--- src/rtl/spi_reg_writer.sv ---
// SPI mode-0 slave that turns ADDR_W+DATA_W bit host frames into one-clk register writes.
// Optional macro ADDR_CHECK_EN: reject well-formed frames whose address is >= NUM_REGS.
module spi_reg_writer #(
  parameter int ADDR_W      = 8,
  parameter int DATA_W      = 8,
  parameter int NUM_REGS    = 10,
  parameter int SYNC_STAGES = 2
) (
  input  logic              clk,
  input  logic              rst_n,
  input  logic              spi_sclk,
  input  logic              spi_cs_n,
  input  logic              spi_mosi,
  output logic              we,
  output logic [ADDR_W-1:0] addr,
  output logic [DATA_W-1:0] data_in,
  output logic              frame_err,
  output logic              busy
);

  localparam int FRAME_LEN = ADDR_W + DATA_W;
  localparam int CNT_W     = $clog2(FRAME_LEN + 2);
  localparam logic [CNT_W-1:0] CNT_FULL = CNT_W'(FRAME_LEN);
  localparam logic [CNT_W-1:0] CNT_SAT  = CNT_W'(FRAME_LEN + 1);

  typedef enum logic [1:0] {WAIT_IDLE, IDLE, SHIFT, COMMIT} state_t;

  state_t                 state, state_nxt;
  logic [SYNC_STAGES-1:0] sclk_sync, cs_sync, mosi_sync;
  logic                   sclk_d, cs_d;
  logic                   sclk_s, cs_s, mosi_s;
  logic                   sclk_rise, cs_rise;
  logic [FRAME_LEN-1:0]   shreg;
  logic [CNT_W-1:0]       cnt;
  logic                   frame_ok, addr_ok, we_nxt, ferr_nxt;

  // Synchronizers reset to 0 so a frame still low on cs_n after reset is never mistaken for idle.
  always_ff @(posedge clk or negedge rst_n) begin
    if (!rst_n) begin
      sclk_sync <= '0;
      cs_sync   <= '0;
      mosi_sync <= '0;
      sclk_d    <= 1'b0;
      cs_d      <= 1'b0;
    end else begin
      sclk_sync <= {sclk_sync[SYNC_STAGES-2:0], spi_sclk};
      cs_sync   <= {cs_sync[SYNC_STAGES-2:0], spi_cs_n};
      mosi_sync <= {mosi_sync[SYNC_STAGES-2:0], spi_mosi};
      sclk_d    <= sclk_sync[SYNC_STAGES-1];
      cs_d      <= cs_sync[SYNC_STAGES-1];
    end
  end

  assign sclk_s    = sclk_sync[SYNC_STAGES-1];
  assign cs_s      = cs_sync[SYNC_STAGES-1];
  assign mosi_s    = mosi_sync[SYNC_STAGES-1];
  assign sclk_rise = sclk_s & ~sclk_d;
  assign cs_rise   = cs_s & ~cs_d;

  always_ff @(posedge clk or negedge rst_n) begin
    if (!rst_n) state <= WAIT_IDLE;
    else        state <= state_nxt;
  end

  // IDLE starts on cs_n low level, which also catches a fall that landed during COMMIT.
  always_comb begin
    state_nxt = state;
    case (state)
      WAIT_IDLE: if (cs_s)    state_nxt = IDLE;
      IDLE:      if (!cs_s)   state_nxt = SHIFT;
      SHIFT:     if (cs_rise) state_nxt = COMMIT;
      COMMIT:                 state_nxt = IDLE;
      default:                state_nxt = WAIT_IDLE;
    endcase
  end

  always_ff @(posedge clk or negedge rst_n) begin
    if (!rst_n) begin
      shreg <= '0;
      cnt   <= '0;
    end else if (state == IDLE && !cs_s) begin
      shreg <= '0;
      cnt   <= '0;
    end else if (state == SHIFT && sclk_rise) begin
      shreg <= {shreg[FRAME_LEN-2:0], mosi_s};
      if (cnt != CNT_SAT) cnt <= cnt + 1'b1;
    end
  end

  assign frame_ok = (cnt == CNT_FULL);

`ifdef ADDR_CHECK_EN
  localparam logic [ADDR_W:0] NUM_REGS_W = (ADDR_W + 1)'(NUM_REGS);
  assign addr_ok = ({1'b0, shreg[FRAME_LEN-1:DATA_W]} < NUM_REGS_W);
`else
  assign addr_ok = 1'b1;
`endif

  assign we_nxt   = (state == COMMIT) && frame_ok && addr_ok;
  assign ferr_nxt = (state == COMMIT) && !(frame_ok && addr_ok);

  always_ff @(posedge clk or negedge rst_n) begin
    if (!rst_n) begin
      we        <= 1'b0;
      frame_err <= 1'b0;
      addr      <= '0;
      data_in   <= '0;
    end else begin
      we        <= we_nxt;
      frame_err <= ferr_nxt;
      if (we_nxt) begin
        addr    <= shreg[FRAME_LEN-1:DATA_W];
        data_in <= shreg[DATA_W-1:0];
      end
    end
  end

  assign busy = (state == SHIFT);

endmodule

--- config.mk ---
export PLATFORM = sky130hd
export DESIGN_NAME = spi_reg_writer
export DESIGN_NICKNAME = d
export VERILOG_FILES = /design/src/rtl/spi_reg_writer.sv
export SDC_FILE = /design/constraint.sdc
export NUM_CORES = 1
export LEC_CHECK = 0
export CORE_MARGIN = 1.5
export CORE_UTILIZATION = 50
export DETAILED_ROUTE_END_ITERATION = 6
export GPL_TIMING_DRIVEN = 0
export PLACE_DENSITY_LB_ADDON = 0.05
export SYNTH_ARGS = -nofsm -noshare
export SYNTH_HDL_FRONTEND = slang
export SYNTH_SLANG_ARGS = --single-unit
--- constraint.sdc ---
create_clock -name clk -period 1.7 [get_ports clk]
set_input_delay 0.51 -clock clk [delete_from_list [all_inputs] [get_ports clk]]
set_output_delay 0.51 -clock clk [all_outputs]
set_load 0.02 [all_outputs]
==> flow_summary.json, run 1 <==
{
  "crit_required_ps": 1190,
  "dp_hpwl_mm": 2.409,
  "initial_core_util_pct": 53.24,
  "synth.cell_area_mm2": 0.001993,
  "cts_max_level": 2,
  "min_period_ps": 1644,
  "synth_top_area_share_pct": 61.52,
  "synth.top_cells.by_area": "dfrtp_1, mux2_4, nand2_1, a21oi_1, mux2_2",
  "gp_congestion": 0.7308,
  "clock_sinks": 49,
  "track_usage_pct": 19.39,
  "regToRegSetupSlack_ps": 110,
  "leakagePower_nw": 1.280,
  "dr.pass1.iters": 4,
  "power_density_mw_per_mm2": 1060,
  "cts_root_buf": "clkbuf_8",
  "max_freq_ghz": 0.6082,
  "setup_viol": 0,
  "grt_pass1_vias": 1308,
  "drtIter0Drc": 50,
  "io_pins": 24,
  "hold_class": "input port to async pin",
  "hold_viol_final": 0,
  "die_w_um": 66.14,
  "row_count": 22,
  "cap_viol_max_count": 0,
  "areaGrowthSynthToFinish_pct": 24.54,
  "cp_max_fo": 6,
  "instances_no_fill": 248,
  "core_mm2": 0.003744,
  "critPathKind": "flip-flop to output pin",
  "path_buf_inv": 2,
  "syn_nets": 175,
  "post_drt_wl_per_cell_um": 14.32,
  "slowest_stage": "dfrtp_1",
  "syn_inst": 163,
  "grt_first_pass_wirelength_mm": 6.251,
  "end_kind": "output pin",
  "final_common_cell": "dfrtp_1",
  "synthArstFlopShare_pct": 100.0,
  "peakVddDrop_v": 0.0006848,
  "fin_area_mm2": 0.002482,
  "synth_flop_cell": "dfrtp_1",
  "status": "finished clean",
  "nets": 211,
  "fp.dieH_um": 66.14,
  "dp.cells": 235,
  "placed_cell_area_mm2": 0.002298,
  "fillCellCount": 317,
  "cts-buffers-inserted": 5,
  "final_layout_size_suffix_gt1_share_pct": 22.00,
  "r2r-end": "data_in[0]$_DFFE_PN0P_",
  "yosys.cell_types.count": 25,
  "fin_util_pct": 66.31,
  "ys_ff_latch": 49,
  "clk-insertion-delay-late_ps": 300,
  "cts_tree": "yes",
  "synth_edf_count": 0,
  "yosysTopAreaCell": "dfrtp_1",
  "r2r_start": "cnt[1]$_DFFE_PN0P_",
  "port_buffers": 23,
  "via_per_inst": 5.214,
  "crit_path_start_kind": "flip-flop",
  "critical_path_arrival_ps": 1130,
  "cts.path.max_buffers": 2,
  "rr_worst_depth": 6,
  "syn_avg_cell_area_um2": 12.23,
  "worst_slew_pin_slew_ps": 344.2,
  "vias": 1293,
  "ant_nets": 0,
  "mostFrequentLayoutCells": "dfrtp_1, nand2_1, a21oi_1, dlygate4sd2_1, mux2_4",
  "slew_headroom_pct": 77.05,
  "dieArea_mm2": 0.004374,
  "yosysSeqAreaShare_pct": 61.52,
  "maxSlewViolCount": 0,
  "grt_overflow_total": 0,
  "critPathMaxStageDelay_ps": 410,
  "ys_warn_count": 0,
  "cp_cell_sequence": "inv_2, ha_4, buf_4",
  "critPathTopFamily": "flip-flops",
  "fin_skew_ps": 6.870,
  "wl_mm": 3.551,
  "antennaDiodeCount": 0,
  "antenna_found_initial": 0,
  "finalPower_mw": 2.630,
  "grt_max_degree": 42,
  "clkTransAtPathRegs_ps": 80,
  "min_period_over_period_pct": 96.71,
  "drc": 0
}
[final cells by class]
cell class                 count  area (um2)  area share [%]
sequential                    49        1226           49.40
multi-input combinational    102       723.2           29.13
timing repair buffer          31       297.8           12.00
clock buffer                   7       86.33           3.478
tap                           48       60.06           2.419
buffer                         5       40.04           1.613
clock inverter                 1       30.03           1.210
inverter                       5       18.77          0.7560
[metal layers]
layer | vias up | global-route usage [%] | wire, um
met3 | 5 | 4.259 | 168
met1 | 635 | 25.37 | 1660
met4 | 0 | 9.184 | 45
met2 | 34 | 30.63 | 1677
li1 | 619 | - | -
met5 | - | 0 | 0
[metrics by stage]
step                setup WS (ps)  setup TNS (ps)  hold WS [ps]
detailed placement         -232.6           -1291         336.3
global placement            -1167          -57500         332.8
global route               -5.745          -5.745         64.39
CTS                         17.70               0         61.35
finish                      55.94               0         66.82
floorplan                   99.21               0         214.4
[kinds of logic after synthesis]
group,share of synthesized area (%)
compound gates,6.780
flops,61.52
mux,11.80
buf+inv,2.825
simple gates,12.68
fa+ha+maj,4.394
[cell usage after synthesis, types with 2 or more instances]
cell type   n
ha_1        7
mux2_4      9
mux2_2      8
or3_1       3
o21ai_0     4
clkbuf_1    2
inv_1       5
nand2_1    34
a21oi_1    23
dfrtp_1    49
nand3_1     3
buf_2       3
[power by group]
group | total (mW) | leakage (nW) | internal (mW) | switching (mW)
logic | 0.504 | 0.564 | 0.220 | 0.283
registers | 1.29 | 0.658 | 1.23 | 0.0554
clock network | 0.838 | 0.0585 | 0.479 | 0.358
[state kept, by name (all words and copies together), names as in the netlist]
signal	flops
state	2
frame_err	1
shreg	16
sclk_d	1
cs_d	1
data_in	8
we	1
cnt	5
addr	8
cs_sync	2
sclk_sync	2
mosi_sync	2
[what timing repair did]
| action | CTS | global route |
|---|---|---|
| pin swaps | 0 | 1 |
| setup endpoints to repair | 38 | 30 |
| setup buffers | 1 | 6 |
| gates cloned | 0 | 0 |
| resized for setup | 26 | 7 |
| hold buffers | 0 | 0 |
[worst max path at each step]
| stage | end | slack, ps | cells after the start | start |
|---|---|---|---|---|
| finish | busy | 60 | 3 | state[0]$_DFFE_PN0P_ |
| global route | busy | -6 | 3 | state[0]$_DFFE_PN0P_ |
| CTS | busy | 20 | 3 | state[0]$_DFFE_PN0P_ |
| detailed placement | busy | -230 | 3 | state[0]$_DFFE_PN0P_ |
| global placement | addr[5]$_DFFE_PN0P_ | -1170 | 1 | rst_n |
| floorplan | state[1]$_DFFE_PN0P_ | 100 | 5 | state[0]$_DFFE_PN0P_ |
Power figures use the tool's default switching activity.
==> inputs of run 2 (changes only) <==
--- a/config.mk
+++ b/config.mk
@@ -5,6 +5,7 @@
 export SDC_FILE = /design/constraint.sdc
 export NUM_CORES = 1
 export LEC_CHECK = 0
+export ABC_AREA = 1
 export CORE_MARGIN = 1.5
 export CORE_UTILIZATION = 50
 export DETAILED_ROUTE_END_ITERATION = 6
==> run 2 against run 1 <==
Net effect:
- critical path depth unchanged
- power up 0.14%
- largest cell class unchanged
- design area down 0.45%
- non-clock buffer count down 3
- flip-flop and latch count unchanged
- routed wire length up 11%
- critical path type unchanged
==> flow_summary.json, run 2 <==
{
  "status": "finished clean",
  "grt_overflow_total": 0,
  "met2_length_mm": 1.898,
  "rsz0062_at_grt": "false",
  "critical_path_arrival_ps": 1120,
  "peakVddDrop_v": 0.0008288,
  "largest_register": "shreg",
  "dieArea_mm2": 0.004589,
  "mostFrequentLayoutCells": "dfrtp_1, nand2_1, inv_1, nand3_1, o21ai_0",
  "critPathKind": "flip-flop to output pin",
  "synth.top_cells.by_area": "dfrtp_1, nand2_1, o21ai_2, nand3_1, inv_1",
  "ys_warn_count": 0,
  "cp_max_fo": 3,
  "cts-buffers-inserted": 5,
  "r2r-end": "shreg[15]$_DFFE_PN0P_",
  "syn_avg_cell_area_um2": 10.32,
  "cts.path.max_buffers": 2,
  "synth_top_area_share_pct": 58.51,
  "synth_flop_cell": "dfrtp_1",
  "areaGrowthSynthToFinish_pct": 17.91,
  "port_buffers": 23,
  "syn_inst": 203,
  "dp_hpwl_mm": 2.736,
  "critPathCapture": "busy",
  "grt_max_degree": 33,
  "die_w_um": 67.74,
  "syn_nets": 215,
  "top_regs": "shreg: 16 flops, addr: 8 flops, data_in: 8 flops",
  "clk-insertion-delay-late_ps": 300,
  "synth_edf_count": 0,
  "final_layout_size_suffix_gt1_share_pct": 17.80,
  "place_ws_ps": -120.8,
  "row_count": 23,
  "synth_common_cells": "dfrtp_1, nand2_1, inv_1",
  "cts_root_buf": "clkbuf_8",
  "r2r_start": "state[0]$_DFFE_PN0P_",
  "track_usage_pct": 19.85,
  "max_freq_ghz": 0.6121,
  "wl_mm": 3.947,
  "cts_tree": "yes",
  "power_density_mw_per_mm2": 1066,
  "dr.pass1.iters": 4,
  "grt_first_pass_wirelength_mm": 6.630,
  "maxSlewViolCount": 0,
  "drtIter0Drc": 140,
  "highest_layer": "met4",
  "ant_nets": 0,
  "regToRegSetupSlack_ps": 220,
  "vias": 1486,
  "clock_sinks": 49,
  "synthArstFlopShare_pct": 100.0,
  "hold_viol_final": 0,
  "io_pins": 24,
  "worst_slew_pin_slew_ps": 424.7,
  "final_common_cell": "dfrtp_1",
  "gp_congestion": 0.7973,
  "cap_viol_max_count": 0,
  "slew_headroom_pct": 71.69,
  "hold_class": "input port to async pin",
  "drc": 0,
  "min_period_over_period_pct": 96.09,
  "cts_max_level": 2,
  "worst_slack_ps": 66.41,
  "met1_length_mm": 1.870,
  "yosysSeqAreaShare_pct": 58.51,
  "fp.dieH_um": 67.74,
  "end_kind": "output pin",
  "yosysMostFrequentCell": "dfrtp_1",
  "min_period_ps": 1634,
  "antennaDiodeCount": 0,
  "via_per_inst": 5.196,
  "fillCellCount": 357,
  "yosysTopAreaCell": "dfrtp_1",
  "setup_tns_ps": 0,
  "post_drt_wl_per_cell_um": 13.80,
  "crit_required_ps": 1190,
  "initial_core_util_pct": 52.02,
  "clkTransAtPathRegs_ps": 80,
  "leakagePower_nw": 1.263,
  "antenna_found_initial": 0,
  "crit_path_start_kind": "flip-flop",
  "ctsHoldBuffers": 0,
  "setup_viol": 0,
  "core_mm2": 0.004029,
  "crit_path_start": "state[0]$_DFFE_PN0P_",
  "fin_skew_ps": 9.985,
  "largest_reg_flops": 16,
  "nets": 247,
  "yosys.cell_types.count": 19,
  "wl_met3_um": 124,
  "ys_ff_latch": 49,
  "grt_pass1_vias": 1412,
  "rr_worst_depth": 7,
  "synth.cell_area_mm2": 0.002096
}
[run 2: stage by stage]
step                std cells  hold WS (ps)  total power [mW]  area, um2  util [%]
global placement          276         336.7             1.940       2389     59.29
detailed placement        277         338.5             1.993       2404     59.66
floorplan                 203         214.4             1.781       2096         -
finish                    286         140.0             2.634       2471     61.34
global route              286         171.1             2.811       2471     61.34
CTS                       285         150.6             2.634       2464     61.15
[run 2: logic make-up after synthesis]
group           after synthesis  share of synthesized area (%)
simple gates                 71                          16.00
compound gates               38                          12.06
buf+inv                      37                          8.835
flops                        49                          58.51
xor+xnor                      1                         0.4180
fa+ha+maj                     7                          4.179
[run 2: how the worst min path moves through the flow]
stage	from	end	slack (ps)	cells past startpoint
floorplan	rst_n	addr[0]$_DFFE_PN0P_	210	0
global placement	cs_sync[0]$_DFF_PN0_	cs_sync[1]$_DFF_PN0_	340	0
detailed placement	sclk_sync[0]$_DFF_PN0_	sclk_sync[1]$_DFF_PN0_	340	0
CTS	rst_n	cnt[3]$_DFFE_PN0P_	150	1
global route	rst_n	cnt[0]$_DFFE_PN0P_	170	1
finish	rst_n	cnt[3]$_DFFE_PN0P_	140	1
[run 2: per-layer routing]
layer / GRT usage (%) / vias up
met1: 27.05 / 734
met4: 7.653 / 0
met3: 4.167 / 6
met5: 0 / -
met2: 31.13 / 30
li1: - / 716
[run 2: timing repair]
| action | in CTS | in global routing |
|---|---|---|
| setup buffers | 0 | 1 |
| setup endpoints to repair | 19 | 4 |
| gates resized for setup | 24 | 0 |
| pin swaps | 0 | 0 |
| cloned | 0 | 0 |
[run 2: final cells by class]
class | instances | area [um2] | share of cell area, %
plain buffers | 8 | 76.32 | 3.089
inverters | 29 | 108.9 | 4.405
repair buffers | 25 | 227.7 | 9.215
flip-flops and latches | 49 | 1226 | 49.62
well taps | 50 | 62.56 | 2.532
clock buffers | 6 | 72.57 | 2.937
multi-input cells | 117 | 686.9 | 27.80
clock inverters | 2 | 10.01 | 0.4051
[run 2: critical path: stages (launching register included)]
cell and delay (ps):
dfrtp_1 400, inv_1 90, ha_2 200, buf_4 140
[run 2: power breakdown]
group / internal [mW] / switching [mW]
Combinational: 0.243 / 0.409
Clock: 0.286 / 0.365
Sequential: 1.25 / 0.0780
==> variant: new RTL, settings of run 1 <==
Re-encode `state_t` (4 states) as one-hot, 4 bits wide.
--- a/src/rtl/spi_reg_writer.sv
+++ b/src/rtl/spi_reg_writer.sv
@@ -24,5 +24,5 @@
   localparam logic [CNT_W-1:0] CNT_SAT  = CNT_W'(FRAME_LEN + 1);
 
-  typedef enum logic [1:0] {WAIT_IDLE, IDLE, SHIFT, COMMIT} state_t;
+  typedef enum logic [3:0] {WAIT_IDLE = 4'b0001, IDLE = 4'b0010, SHIFT = 4'b0100, COMMIT = 4'b1000} state_t;
 
   state_t                 state, state_nxt;
Check against the original RTL: same outputs for any inputs over 10 cycles, from zero or initial values and one cycle with rst_n low; not proved beyond that.
==> variant against run 1 <==
The flow now finishes with violations (negative setup slack); routed wire length up 14%; power shrank 9.1%; sequential cell count grew 2; area after synthesis grew 6.3%; core utilization is 1.8 points higher; via count rose by 12%; cell area is 11% higher; synthesized cell count rose by 6.1%; worst setup slack worse by 0.41 ns; largest power group unchanged; highest routed layer unchanged.
==> variant: results (changes against run 1) <==
| Metric | Value |
|---|---|
| Diodes inserted | 0 (unchanged) |
| Nets | 222 (+5.2%) |
| Syn nets | 181 (+3.4%) |
| Vias in the first global route | 1342 (+2.6%) |
| Overall routed net length | 4040 µm (+14%) |
| Seq/Total Area, Yosys | 0.603 (-0.0121) |
| Synth cell count leaders | dfrtp_1 (50), nand3_1 (20), o21ai_0 (19), a21oi_1 (17), mux2_2 (12) |
| Routability cong. | 0.751 (+2.7%) |
| Outcome | finished, violations left |
| Synth async-reset ratio | 1.00 (unchanged) |
| Worst skew pair latency | 0.30 ns (about the same) |
| Final setup margin | -0.350 ns (-0.406 ns) |
| Setup clock skew after layout | 0.0110 ns (+0.00417 ns) |
| Place WS | -0.796 ns (-0.564 ns) |
| Distinct cells, synth | 32 (+28%) |
| H-tree levels | 2 (unchanged) |
| Hold Fails Final Rpt | 0 (unchanged) |
| Met2 global-route usage | 0.300 (-0.00649) |
| Worst-path clk slew | roughly 0.090 ns |
| First-pass DRT Iterations | 4 (unchanged) |
| Static Leak | 0.00130 µW (+1.5%) |
| Worst reg2reg startpoint | state[3] |
| Met3 Resource Use GR | 0.0510 (+0.00840) |
| R2r endpoint | cnt[1] |
| IO buf count | 23 (unchanged) |
| Reg2reg path depth | 6 (unchanged) |
| Post-route ant nets | 0 (unchanged) |
| Global Route Usage Sum | 0.194 (about the same) |
| TritonCTS Buffers | 5 (unchanged) |
| Worst EP arrival | 1.54 ns (+0.41 ns) |
| Biggest regs | shreg (16), addr (8), data_in (8) |
| Layout cells sized above 1 | 0.288 (+0.0684) |
| FF-to-FF setup slack | -0.30 ns (-0.41 ns) |
| Initial antenna violation count | 0 (unchanged) |
| First-pass GRT wire length | 6500 µm (+4.0%) |
| Hold crit path type | input port to async pin |
| Worst Path Max Fanout | 2 (-4) |
| Fillers | 293 (-7.6%) |
| Worst-margin pin slew | 0.484 ns (+0.140 ns) |
| Ys Warns | 0 (unchanged) |
| Failing checks | negative setup slack |
| Root Buffer | clkbuf_8 |
| Bufs on Longest Clock Path | 2 (unchanged) |
| Setup TNS | -2.50 ns (-2.50 ns) |
| Peak supply drop | 0.000625 V (-8.8%) |
| GRT met1 Usage | 0.272 (+0.0182) |
| Ranking of synthesized cells by area | dfrtp_1 (59%), mux2_2 (6.4%), nand3_1 (4.7%) |
| Largest net degree at the start of global routing | 39 (-7.1%) |
| DR iter-0 viols | 79 (+58%) |
| DPL Wire Length | 2670 µm (+11%) |
| Final setup viols | 25 (+25) |
| Via count | 1446 (+12%) |
## variant: changes by cell type after synthesis, moves of 3 or more
| cell | before | now |
|---|---|---|
| a21oi_1 | 23 | 17 |
| clkbuf_1 | 2 | 7 |
| ha_1 | 7 | 3 |
| mux2_1 | 0 | 4 |
| mux2_2 | 8 | 12 |
| mux2_4 | 9 | 0 |
| mux2i_1 | 1 | 5 |
| nand2_1 | 34 | 0 |
| nand3_1 | 3 | 20 |
| o21ai_0 | 4 | 19 |
| o21ai_1 | 0 | 4 |
| or3_1 | 3 | 0 |
## variant: how the worst max path moves through the flow
stage | startpoint | end | slack [ns] | cells after the start
after floorplan | state[1] | busy | -0.10 | 4
after global placement | rst_n | mosi_sync[0] | -1.27 | 1
after detailed placement | state[1] | busy | -0.80 | 5
after CTS | state[3] | busy | -0.36 | 4
after global routing | state[3] | busy | -0.39 | 4
final | state[3] | busy | -0.35 | 4
## variant: power breakdown
| part | switching (µW) | internal [µW] | total (µW) |
|---|---|---|---|
| clock | 369 | 293 | 662 |
| combinational | 230 | 177 | 407 |
| sequential | 46.1 | 1280 | 1320 |
## variant: metrics by stage
step | utilization | area [µm²] | hold WS (ns) | power, µW | instances
6_report | 0.681 | 2740 | 0.102 | 2390 | 265
5_1_grt | 0.681 | 2740 | 0.112 | 2510 | 265
4_1_cts | 0.652 | 2630 | 0.111 | 2370 | 261
3_5_place_dp | 0.605 | 2440 | 0.336 | 1630 | 247
3_3_place_gp | 0.601 | 2420 | 0.333 | 1610 | 246
2_1_floorplan | - | 2130 | 0.214 | 1530 | 173
## variant: layout make-up
cell class | count | area (µm²) | area share
tap | 50 | 62.6 | 0.0228
timing repair buffer | 37 | 359 | 0.131
buffer | 8 | 57.6 | 0.0210
sequential | 51 | 1280 | 0.467
inverter | 5 | 45.0 | 0.0164
multi-input combinational | 106 | 858 | 0.313
clock buffer | 8 | 80.1 | 0.0292
## variant: repair_timing
action / CTS / global route
cloned: 0 / 0
endpoints found under the hold margin: 0 / 0
endpoints found under the setup margin: 49 / 39
resized for setup: 50 / 22
pin swaps: 7 / 13
setup buffers: 9 / 5
## variant: critical path: stages (launching register included)
cell and delay (ns):
dfrtp_2 0.41, or4b_4 0.54, buf_12 0.16, clkinv_16 0.04, buf_8 0.09
## variant: logic make-up (layout without fill, tap and decap cells)
family,after synthesis,in the layout,synth area share
adder cells (fa/ha/maj),3,3,0.0177
multiplexers,21,21,0.109
buffers and inverters,16,58,0.0372
AND/OR/NAND/NOR,35,35,0.103
AO/OA/AOI/OAI,45,45,0.122
flip-flops,51,51,0.603
XOR/XNOR,2,2,0.00827
## variant: routing by layer
metal,vias up,share of wire
li1,693,-
met1,712,0.46
met2,36,0.49
met3,5,0.043
met4,0,0.0099
met5,-,0
